[src/rtl/cs0_bus_master_pkg.sv]
// rtl/cs0_bus_master_pkg.sv - shared FSM states and CS0 address windows for the CS0 bus master
package cs0_bus_master_pkg;

    // Bus master cycle states
    typedef enum logic [2:0] {
        IDLE,
        ARB,
        T1,
        T2,
        END,
        REL
    } state_t;

    // CS0 byte-address windows; the master itself does not decode these
    localparam logic [24:0] ROM_BASE   = 25'h0000000;
    localparam logic [24:0] SMPC_BASE  = 25'h0100000;
    localparam logic [24:0] SRAM_BASE  = 25'h0180000;
    localparam logic [24:0] LWRAM_BASE = 25'h0200000;
    localparam logic [24:0] MINIT_BASE = 25'h1000000;
    localparam logic [24:0] SINIT_BASE = 25'h1800000;

    // Byte address to the word address carried on A[24:1]
    function automatic logic [23:0] word_addr(input logic [24:0] byte_addr);
        return 24'(byte_addr >> 1);
    endfunction

endpackage

[src/rtl/cs0_wait_timer.sv]
// rtl/cs0_wait_timer.sv - saturating WAIT_N counter with timeout compare
//
// Ports:
//   CLK, RST_N  clock, asynchronous active-low reset
//   clr         synchronous clear (start of a bus cycle, soft reset)
//   inc         count one wait tick
//   last        high when the next counted tick reaches TIMEOUT
module cs0_wait_timer #(
    parameter int TIMEOUT = 255
) (
    input  logic CLK,
    input  logic RST_N,
    input  logic clr,
    input  logic inc,
    output logic last
);
    localparam int CW = $clog2(TIMEOUT + 1);
    localparam logic [CW-1:0] CNT_MAX  = CW'(TIMEOUT);
    localparam logic [CW-1:0] CNT_LAST = CW'(TIMEOUT - 1);

    logic [CW-1:0] cnt;

    always_ff @(posedge CLK or negedge RST_N) begin
        if (!RST_N) begin
            cnt <= '0;
        end else if (clr) begin
            cnt <= '0;
        end else if (inc && (cnt != CNT_MAX)) begin
            cnt <= cnt + 1'b1;
        end
    end

    // The FSM aborts on the tick that would bring the count to TIMEOUT
    assign last = (cnt >= CNT_LAST);

endmodule

[src/rtl/cs0_bus_master.sv]
// rtl/cs0_bus_master.sv - CS0 secondary bus master: EXBREQ/EXBACK arbitration and SH-2-style cycles
//
// Ports:
//   CLK, RST_N, CE_R, CE_F, RES_N          clocking, resets, rising/falling clock enables
//   REQ, REQ_WR, REQ_ADDR, REQ_BE, REQ_WDATA command port (held stable until ACK)
//   ACK, ERR, RDATA, BUSY                  completion pulse, timeout/abort flag, read data, status
//   EXBREQ_N, EXBACK_N                     bus request / grant
//   A, BS_N, CS0_N, RD_WR_N, RD_N, WE_N, DO, DI, WAIT_N   CS0 bus
module cs0_bus_master
    import cs0_bus_master_pkg::*;
#(
    parameter int TIMEOUT  = 255,
    parameter bit HOLD_BUS = 1'b1
) (
    input  logic        CLK,
    input  logic        RST_N,
    input  logic        CE_R,
    input  logic        CE_F,
    input  logic        RES_N,
    input  logic        REQ,
    input  logic        REQ_WR,
    input  logic [23:0] REQ_ADDR,
    input  logic [1:0]  REQ_BE,
    input  logic [15:0] REQ_WDATA,
    output logic        ACK,
    output logic        ERR,
    output logic [15:0] RDATA,
    output logic        BUSY,
    output logic        EXBREQ_N,
    input  logic        EXBACK_N,
    output logic [23:0] A,
    output logic        BS_N,
    output logic        CS0_N,
    output logic        RD_WR_N,
    output logic        RD_N,
    output logic [1:0]  WE_N,
    input  logic [15:0] DI,
    output logic [15:0] DO,
    input  logic        WAIT_N
);
    state_t      state, state_n;
    logic        cmd_wr;
    logic [23:0] cmd_addr;
    logic [1:0]  cmd_be;
    logic [15:0] cmd_wdata;
    logic        done;
    logic [15:0] rbuf;
    logic        ld_cmd, go_ack, go_err;
    logic        owned, lost, samp, done_eff;
    logic        tmr_clr, tmr_inc, tmr_last;

    assign owned    = (state == T1) || (state == T2) || (state == END);
    // Grant withdrawn while we drive the bus: leave at once, not on CE_R
    assign lost     = ((state == T1) || (state == T2)) && EXBACK_N;
    // WAIT_N sample; when CE_F and CE_R coincide this sample feeds the same transition
    assign samp     = (state == T2) && CE_F && WAIT_N && !done;
    assign done_eff = done || samp;
    assign tmr_clr  = !RES_N || (state == T1);
    assign tmr_inc  = (state == T2) && CE_R && !done_eff && !lost;

    cs0_wait_timer #(
        .TIMEOUT(TIMEOUT)
    ) u_wait_timer (
        .CLK  (CLK),
        .RST_N(RST_N),
        .clr  (tmr_clr),
        .inc  (tmr_inc),
        .last (tmr_last)
    );

    always_comb begin
        state_n = state;
        ld_cmd  = 1'b0;
        go_ack  = 1'b0;
        go_err  = 1'b0;
        case (state)
            IDLE: begin
                if (CE_R && REQ) begin
                    ld_cmd  = 1'b1;
                    state_n = ARB;
                end
            end
            ARB: begin
                if (CE_R && !EXBACK_N) state_n = T1;
            end
            T1: begin
                if (lost) begin
                    state_n = END;
                    go_ack  = 1'b1;
                    go_err  = 1'b1;
                end else if (CE_R) begin
                    state_n = T2;
                end
            end
            T2: begin
                if (lost) begin
                    state_n = END;
                    go_ack  = 1'b1;
                    go_err  = 1'b1;
                end else if (CE_R) begin
                    if (done_eff) begin
                        state_n = END;
                        go_ack  = 1'b1;
                    end else if (tmr_last) begin
                        state_n = END;
                        go_ack  = 1'b1;
                        go_err  = 1'b1;
                    end
                end
            end
            END: begin
                if (CE_R) begin
                    if (HOLD_BUS && REQ && !EXBACK_N) begin
                        ld_cmd  = 1'b1;
                        state_n = T1;
                    end else begin
                        state_n = REL;
                    end
                end
            end
            REL: begin
                if (CE_R && EXBACK_N) state_n = IDLE;
            end
            default: state_n = IDLE;
        endcase
    end

    always_ff @(posedge CLK or negedge RST_N) begin
        if (!RST_N) begin
            state     <= IDLE;
            cmd_wr    <= 1'b0;
            cmd_addr  <= '0;
            cmd_be    <= '0;
            cmd_wdata <= '0;
            done      <= 1'b0;
            rbuf      <= '0;
            ACK       <= 1'b0;
            ERR       <= 1'b0;
            RDATA     <= '0;
        end else if (!RES_N) begin
            state     <= IDLE;
            cmd_wr    <= 1'b0;
            cmd_addr  <= '0;
            cmd_be    <= '0;
            cmd_wdata <= '0;
            done      <= 1'b0;
            rbuf      <= '0;
            ACK       <= 1'b0;
            ERR       <= 1'b0;
            RDATA     <= '0;
        end else begin
            state <= state_n;
            ACK   <= go_ack;
            ERR   <= go_err;
            if (ld_cmd) begin
                cmd_wr    <= REQ_WR;
                cmd_addr  <= REQ_ADDR;
                cmd_be    <= REQ_BE;
                cmd_wdata <= REQ_WDATA;
            end
            if (state == T1) begin
                done <= 1'b0;
            end else if (samp) begin
                done <= 1'b1;
                if (!cmd_wr) rbuf <= DI;
            end
            // RDATA only changes on a successful read completion
            if (go_ack && !go_err && !cmd_wr) RDATA <= samp ? DI : rbuf;
        end
    end

    // Bus pins are decoded from state so reset and abort release them on the same edge
    assign BUSY     = (state != IDLE);
    assign EXBREQ_N = !((state == ARB) || owned);
    assign A        = owned ? cmd_addr : '0;
    assign RD_WR_N  = !(owned && cmd_wr);
    assign DO       = (owned && cmd_wr) ? cmd_wdata : '0;
    assign BS_N     = (state != T1);
    assign CS0_N    = !((state == T1) || (state == T2));
    assign RD_N     = !((state == T2) && !cmd_wr);
    assign WE_N     = ((state == T2) && cmd_wr) ? ~cmd_be : 2'b11;

endmodule

[config.mk]
export PLATFORM = sky130hd
export DESIGN_NAME = cs0_bus_master
export DESIGN_NICKNAME = d
export VERILOG_FILES = /design/src/rtl/cs0_bus_master_pkg.sv /design/src/rtl/cs0_wait_timer.sv /design/src/rtl/cs0_bus_master.sv
export SDC_FILE = /design/constraint.sdc
export NUM_CORES = 1
export LEC_CHECK = 0
export BUFFER_PORTS_ARGS = -buffer_cell sky130_fd_sc_hd__buf_2
export CAP_MARGIN = 10
export CORE_ASPECT_RATIO = 1.75
export CORE_MARGIN = 2
export CORE_UTILIZATION = 56
export CTS_CLUSTER_SIZE = 8
export DETAILED_ROUTE_END_ITERATION = 7
export PLACE_DENSITY_LB_ADDON = 0.1
export SLEW_MARGIN = 20
export SYNTH_ARGS = -nofsm -noshare
export SYNTH_HDL_FRONTEND = slang
export SYNTH_HIERARCHICAL = 1
export SYNTH_SLANG_ARGS = --single-unit
export TNS_END_PERCENT = 5
[constraint.sdc]
create_clock -name CLK -period 5.7 [get_ports CLK]
set_input_delay 0.285 -clock CLK [delete_from_list [all_inputs] [get_ports CLK]]
set_output_delay 0.285 -clock CLK [all_outputs]
set_load 0.01 [all_outputs]
# Word level (Yosys, flattened, before mapping)
# Cells that the tools add are included.
# op_classes
reduce_logical	38
magnitude_cmp	1
add_sub_neg	1
bitwise	1
n_eq_ne	20
muxes	52
# ops
operator	n
2-to-1 mux 16 bit	10
2-to-1 mux 24 bit	3
2-to-1 mux 3 bit	12
2-to-1 mux 1 bit	18
one-hot mux 3 bit (6 select lines)	1
logical AND 1 bit	17
2-to-1 mux 8 bit	2
inequality test 3 bit, second input constant	4
zero test 1 bit	11
adder 8 x 1 -> 8 bit, second input constant	1
greater-or-equal comparator 8 bit, second input constant	1
inequality test 4 bit, second input constant	2
inequality test 8 bit, second input constant	1
AND reduction 7 bit	1
== test 3 x 2 -> 1 bit, second input constant	2
== test 3 bit, second input constant	2
2-to-1 mux 2 bit	3
inequality test 2 x 1 -> 1 bit, second input constant	3
one-hot mux 1 bit (2 select lines)	3
logical OR 1 bit	5
inequality test 5 bit, second input constant	1
inequality test 2 bit, second input constant	2
== test 3 x 1 -> 1 bit, second input constant	1
zero test 3 bit	1
other kinds (6)	6
# word_totals
ff_bits	89
input_bits	67
wordCells	124
out_inout_bits	66

# Longest topological paths before layout
# Gate-level depths: netlist of the first run.
# depth
ltp_word	14
ltp_mapped	8
mapped_depth_nobuf	8

# Cells and area by module
# The synthesis of the first run kept the hierarchy.
# modules_own_cells
module	area_per_inst_um2	instances	cells_each	seq_area_each_um2
cs0_bus_master	3932.5	1	407	2026.9
cs0_wait_timer	493.0	1	52	200.2

# Worst setup path before layout of the first run
# Ideal clock, no wire load.
# synth_timing
path_kind	flip-flop to flip-flop
start	register state[1]
end	register u_wait_timer.cnt[0]
period_less_slack_ps	1941
stages_incl_launch_ff	8
setup_ps	125
path_buffers	2
t_arrival_ps	1816
path_slack_ps	3759
required_time_ps	5575
cell_sequence	dfrtp_1 -> clkbuf_1 -> nor2b_1 -> inv_1 -> o21ai_0 -> buf_1 -> nor2_1 -> mux2_4
# synth_between
elab_cells_between_ends	17
cone_classes	eq/ne: 2; mux: 1; reduce/logical: 14
# synth_rtl
element	line	rtl
start: declaration	cs0_bus_master.sv:41	state_t state, state_n;
start signal: assignment	cs0_bus_master.sv:152	state <= state_n;
== test 3 x 2 -> 1 bit *	cs0_bus_master.sv:58	assign tmr_clr = !RES_N || (state == T1);
logical OR 1 bit *	cs0_bus_master.sv:58	
net tmr_clr	cs0_bus_master.sv:50	logic tmr_clr, tmr_inc, tmr_last;
2-to-1 mux 8 bit / nonzero test 2 bit (equally long branches)	n/a	
end signal: assignment	cs0_wait_timer.sv:29	cnt <= cnt + 1'b1;
end: declaration	cs0_wait_timer.sv:21	logic [CW-1:0] cnt;
# The timed path passes the listed nets; every way through them passes the cells marked *.
# A chain may end at the register's enable or synchronous reset.

# Final worst setup path of the first run
# layout_timing
start	register state[0]
end	register rbuf[5]
# layout_between
elab_chain_cells	6
elab_cells_between_ends	8
cone_classes	eq/ne: 4; reduce/logical: 4
# layout_rtl
element	line	rtl
== test 3 x 2 -> 1 bit	cs0_bus_master.sv:56	assign samp = (state == T2) && CE_F && WAIT_N && !done;
logical AND 1 bit (3 in a row)	cs0_bus_master.sv:56	
inequality test 2 x 1 -> 1 bit (no line)	n/a	
AND reduction 3 bit (no line) *	n/a	
end signal: assignment	cs0_bus_master.sv:136	rbuf <= '0;
end signal: assignment	cs0_bus_master.sv:147	rbuf <= '0;
end signal: assignment	cs0_bus_master.sv:165	if (!cmd_wr) rbuf <= DI;
end: declaration	cs0_bus_master.sv:47	logic [15:0] rbuf;
# Every way passes the cells marked *; elsewhere a longest branch is shown, timed or not.

==> results.py, run 1 <==
metrics = {
    "die": {
        "rows": 42,
        "ios": 133,
        "fp.coreArea_sq_mm": 0.00762,
        "chipWidth_microns": 71.2,
        "dieArea_sq_mm": 0.00866,
        "die_h_microns": 122,
        "start_util_pct": 58.1,
    },
    "clock_network": {
        "post_cts_resized": 0,
        "clk_latency_ns": 0.34,
        "cts_setup_buffers": 0,
        "htreeDepth": 3,
        "root_buffer": "clkbuf_16",
        "cts_num_sinks": 89,
        "path_clk_slew_ns": 0.06,
        "cts_buffer_depth": 2,
        "cts_tree": "done",
        "cts_buffers": 9,
    },
    "timing": {
        "rsz0062_at_grt": "false",
        "slew_violations": 0,
        "slew_headroom_pct": 30.2,
        "setup_violations": 0,
        "hold_viol_final": 0,
        "setup_tns_ns": 0,
        "finalCriticalPeriod_ns": 3.15,
        "fmax_ghz": 0.317,
        "finClkSkew_ns": 0.00605,
        "fin_crit_sh_pct": 55.3,
        "tightest_slew_ns": 1.05,
    },
    "logic_synthesis": {
        "synthFlopType": "dfrtp_1",
        "yosysUniqueCellTypes": 50,
        "yosys-top-cells-area": "dfrtp_1 (50%), nand2_1 (8.4%), a21boi_0 (7.8%)",
        "synth_cells": 459,
        "syn_avg_cell_area_sq_um": 9.64,
        "synth_nets": 528,
        "synthMostInstantiatedCell": "nand2_1",
        "netlist_area_sq_mm": 0.00443,
        "synth_warnings": 6,
        "synth_top_cell_by_area": "dfrtp_1",
        "async_flop_share_pct": 100,
        "synth_edf_count": 0,
        "ys_ff_latch": 89,
        "ys_top_cells_by_count": "nand2_1 (99), dfrtp_1 (89), a21boi_0 (46)",
        "synth_top_area_share_pct": 50.3,
        "ys_seq_area_share_pct": 50.3,
    },
    "grt": {
        "grt_use_total_pct": 26.8,
        "grt_pass1_wl_mm": 18.2,
        "antenna_found_initial": 1,
        "grt_overflow": 0,
        "grt_pass1_vias": 3836,
        "grt_max_degree": 70,
    },
    "drt": {
        "ant_nets": 0,
        "drc": 0,
        "viasPerCell": 5.78,
        "avgRoutedWirePerCell_microns": 16.7,
        "finalWirelength_mm": 11.1,
        "vias": 3843,
        "firstDrtPassIters": 4,
        "first_iter_violations": 220,
    },
    "placement": {
        "io_buffers": 132,
        "place.gp.congestion": 0.894,
        "place_inst": 648,
        "dp_hpwl_mm": 7.45,
    },
    "critical_path": {
        "path_class": "flop to flop",
        "cp_max_fo": 18,
        "worst_setup_path_end_kind": "flop",
        "worstPathRequired_ns": 5.97,
        "worstSetupStartpointType": "flop",
        "arrival_ns": 3.42,
    },
    "layout": {
        "regArea_sq_mm": 0.00223,
        "areaGrowthSynthToFinish_pct": 22.7,
        "n_fill_cell": 608,
        "n_antenna_cell": 0,
        "drive_above_1_share_pct": 28.1,
        "stdcell_count": 665,
        "nNetsFinal": 641,
        "multi_input_area_sq_mm": 0.00202,
    },
    "pwr": {
        "p_total_uw": 1410,
        "vdd_ir_drop_max_mv": 0.207,
        "power.density_mw_per_mm2": 260,
        "p_leak_uw": 0.00265,
    },
    "flow_run": {
        "cap_viol_max_count": 0,
    },
    "outcome": {
        "status": "complete, no violations",
    },
    "hold_path": {
        "hold_class": "input pin to flop",
    },
}
## flip-flops by register name, indices dropped and copies added, names as in the netlist
signal            cells
ERR                   1
cmd_wdata            16
ACK                   1
state                 3
cmd_be                2
rbuf                 16
done                  1
u_wait_timer/cnt      8
RDATA                16
cmd_wr                1
cmd_addr             24
## metal layers
| layer | track usage (%) | vias up | wire length (microns) |
|---|---|---|---|
| met5 | 0 | - | 13 |
| met4 | 11.1 | 2 | 275 |
| met3 | 8.19 | 23 | 697 |
| met2 | 44.2 | 125 | 5850 |
| met1 | 32.3 | 1867 | 4280 |
| li1 | - | 1826 | - |
## through the flow
step           worst slack, ns  hold WS, ns  area [sq um]  util [%]
5_1_grt                   2.31        0.177          5430      71.2
2_1_floorplan             3.76      -0.0106          4430         -
3_3_place_gp              2.78        0.216          5080      66.7
3_5_place_dp              2.57        0.225          5080      66.7
6_report                  2.55        0.176          5430      71.2
4_1_cts                   2.55        0.170          5420      71.2
## critical path, cell delays in order, from the launching register on
cell and delay [ns]:
dfrtp_1 0.54, and3b_1 0.39, and4b_1 0.95, nor3b_2 0.95, a22o_1 0.25
## cell usage in the layout (no fill, tap or decap), drive strengths merged, types with 3 or more instances in the layout
cell type / Yosys / final
and4: 3 / 3
and2: 24 / 24
a22o: 16 / 16
clkbuf: 27 / 12
nand2: 99 / 99
o21ai: 22 / 22
a211oi: 4 / 4
a21oi: 4 / 4
nand3: 6 / 6
mux2i: 18 / 18
and3: 18 / 18
nor2: 7 / 7
nand4: 3 / 3
o211ai: 17 / 17
inv: 5 / 5
or3b: 3 / 3
buf: 10 / 138
a21boi: 47 / 47
dfrtp: 89 / 89
nor3: 8 / 8
## area by class of cell
class / instances / area share, %
Clock buffer: 12 / 4.72
Clock inverter: 4 / 1.38
Inverter: 5 / 0.346
Multi-Input combinational cell: 328 / 37.3
Sequential cell: 89 / 41.0
Tap cell: 88 / 2.03
Timing Repair Buffer: 139 / 13.2
## cells by family after synthesis
| logic type | synth area share, % |
|---|---|
| and+or+nand+nor | 20.7 |
| AOI/OAI and AO/OA | 19.9 |
| adders and majority gates | 0.565 |
| buffers and inverters | 4.10 |
| muxes | 4.41 |
| DFF | 50.3 |
## power breakdown
group	leakage, uW	switching, uW	total (uW)	internal [uW]
sequential	0.00123	12.0	660	648
combinational	0.00127	66.3	108	41.8
clock	0.000155	237	645	408
total	0.00265	316	1410	1100
## path summary, 6_finish.rpt
check	startpoint	endpoint	slack [ns]	cells after the start
worst min-delay path	DI[14]	rbuf[14]$_DFFE_PN0P_	0.18	2
worst min register to register	rbuf[7]$_DFFE_PN0P_	rbuf[7]$_DFFE_PN0P_	0.51	1
min in group asynchronous	RST_N	RDATA[12]$_DFFE_PN0P_	0.40	2
worst max register to register	state[0]$_DFFE_PN0P_	rbuf[5]$_DFFE_PN0P_	2.55	4
worst max-delay path	state[0]$_DFFE_PN0P_	rbuf[5]$_DFFE_PN0P_	2.55	4
max in group asynchronous	RST_N	ACK$_DFF_PN0_	4.18	3
## repair_timing
item                                    4_1_cts  5_1_grt
hold buffers                                  1        0
endpoints found under the setup margin        0        0
endpoints found under the hold margin        25        0
Power figures use the tool's default switching activity.
==> run 2: changes to the inputs <==
Settings changed: CORE_UTILIZATION 56 to 47.
Clock period 5.7 ns to 2.6 ns, I/O delays scaled along.
==> run 2 against run 1 <==
Critical path depth is 1 higher. Clock skew is 0.00096 ns higher. Final cell count is 6.0% higher. Register-to-register slack worse by 2.1 ns. Worst setup slack worse by 2.2 ns. Critical endpoint is now DO[12].
==> results.py, run 2 (synthesis gave the netlist of run 1 again) <==
metrics = {
    "layout": {
        "largest_reg_flops": 24,
        "n_fill_cell": 854,
        "stdcell_area_sq_mm": 0.00551,
        "nNetsFinal": 649,
        "layout_common_cells": "buf_2 (131), nand2_1 (99), dfrtp_1 (89)",
        "multi_input_area_sq_mm": 0.00202,
        "largest_register": "cmd_addr",
        "stdcell_count": 705,
        "drive_above_1_share_pct": 28.7,
        "final_common_cell": "buf_2",
        "areaGrowthSynthToFinish_pct": 24.5,
        "n_antenna_cell": 0,
        "regArea_sq_mm": 0.00223,
    },
    "drt": {
        "wl_met3_microns": 713,
        "ant_nets": 0,
        "avgRoutedWirePerCell_microns": 16.0,
        "highest_layer": "met4",
        "vias": 3812,
        "drc": 0,
        "wl_met1_mm": 4.55,
        "viasPerCell": 5.41,
        "first_iter_violations": 157,
        "wl_met2_mm": 5.85,
        "finalWirelength_mm": 11.3,
        "firstDrtPassIters": 4,
    },
    "pwr": {
        "power_switching_uw": 704,
        "p_leak_uw": 0.00269,
        "p_comb_share_pct": 8.4,
        "p_int_uw": 2290,
        "power.density_mw_per_mm2": 544,
        "swShare_pct": 23.5,
        "seq_power_share_pct": 48.1,
        "clkPwrFrac_pct": 43.5,
        "vdd_ir_drop_max_mv": 0.378,
    },
    "placement": {
        "dpl_worst_slack_ns": 0.481,
        "io_buffers": 132,
        "postPlaceCellArea_sq_mm": 0.00520,
        "dp_hpwl_mm": 7.56,
        "place_inst": 688,
        "place.gp.congestion": 0.787,
    },
    "grt": {
        "grt_max_degree": 49,
        "grt_pass1_wl_mm": 18.8,
        "antenna_found_initial": 0,
        "grt_use_total_pct": 22.9,
        "grt_overflow": 0,
        "grt_pass1_vias": 3827,
    },
    "clock_network": {
        "clk_latency_ns": 0.34,
        "path_clk_slew_ns": 0.06,
        "cts_buffer_depth": 2,
        "cts_buffers": 9,
        "cts_num_sinks": 89,
        "cts_tree": "done",
        "post_cts_resized": 0,
        "htreeDepth": 3,
        "root_buffer": "clkbuf_16",
    },
    "outcome": {
        "status": "complete, no violations",
    },
    "critical_path": {
        "crit_path_end": "DO[12]",
        "worstPathRequired_ns": 2.47,
        "worst_setup_path_end_kind": "output port",
        "worstSetupStartpointType": "flop",
        "r2r_end": "u_wait_timer/cnt[0]$_DFFE_PN0P_",
        "crit_start": "state[2]$_DFFE_PN0P_",
        "arrival_ns": 2.14,
        "reg2reg_slack_ns": 0.46,
        "path_class": "flop to output port",
        "cp_max_fo": 41,
        "reg2reg_depth": 6,
        "r2r_start": "state[2]$_DFFE_PN0P_",
    },
    "timing": {
        "hold_viol_final": 0,
        "finalCriticalPeriod_ns": 2.27,
        "hold_ws_ns": 0.0205,
        "setup_tns_ns": 0,
        "finClkSkew_ns": 0.00701,
        "fmax_ghz": 0.441,
        "timing.final.ws_setup_ns": 0.333,
        "rsz0062_at_grt": "false",
        "setup_violations": 0,
        "slew_violations": 0,
        "slew_headroom_pct": 57.5,
        "tightest_slew_ns": 0.638,
        "fin_crit_sh_pct": 87.2,
    },
    "die": {
        "rows": 46,
        "ios": 133,
        "die_h_microns": 132,
        "dieArea_sq_mm": 0.0102,
        "start_util_pct": 48.7,
        "fp.coreArea_sq_mm": 0.00909,
        "chipWidth_microns": 77.4,
    },
    "hold_path": {
        "hold_class": "input pin to flop",
        "min_path_cells": 2,
    },
    "flow_run": {
        "cap_viol_max_count": 0,
    },
}
-- run 2: worst min-delay path by stage --
stage | from | to | slack (ns)
2_1_floorplan | RST_N | ACK$_DFF_PN0_ | -0.17
3_3_place_gp | RST_N | rbuf[14]$_DFFE_PN0P_ | 0.19
3_5_place_dp | RST_N | RDATA[14]$_DFFE_PN0P_ | 0.19
4_1_cts | DI[14] | rbuf[14]$_DFFE_PN0P_ | 0.009
5_1_grt | REQ_ADDR[15] | cmd_addr[15]$_DFFE_PN0P_ | 0.02
6_report | DI[14] | rbuf[14]$_DFFE_PN0P_ | 0.02
-- run 2: final cells by class --
type,instances,area share (%)
sequential,89,40.4
multi-input combinational,328,36.7
inverter,5,0.341
timing repair buffer,147,14.4
tap,120,2.73
clock buffer,12,4.48
clock inverter,4,0.931
-- run 2: per-layer routing --
metal,vias to the layer above,track usage (%)
met5,-,0
met4,0,8.13
met3,13,6.51
met2,96,38.8
met1,1856,27.6
li1,1847,-
-- run 2: timing repair --
| action | in CTS | in global routing |
|---|---|---|
| setup endpoints to repair | 0 | 0 |
| buffers inserted | 0 | 0 |
| hold buffers | 1 | 0 |
| endpoints found under the hold margin | 47 | 0 |
-- run 2: worst max-delay path, cell delays in order, from the launching register on --
cell     delay [ns]
dfrtp_1        0.52
or3b_2         0.50
nand2_1        0.08
buf_4          0.33
and3_1         0.22
buf_2          0.13
-- run 2: power by group through the flow --
stage	Sequential, uW	Combinational [uW]	Clock, uW
2_1_floorplan	1460	123	0
3_3_place_gp	1470	248	0
3_5_place_dp	1470	252	0
4_1_cts	1440	255	1330
5_1_grt	1450	284	1390
6_report	1440	251	1300
-- run 2: stage by stage --
stage / util, % / power (uW)
floorplan: - / 1580
global placement: 57.2 / 1710
detailed placement: 57.2 / 1720
global route: 60.6 / 3120
CTS: 60.6 / 3030
finish: 60.6 / 3000
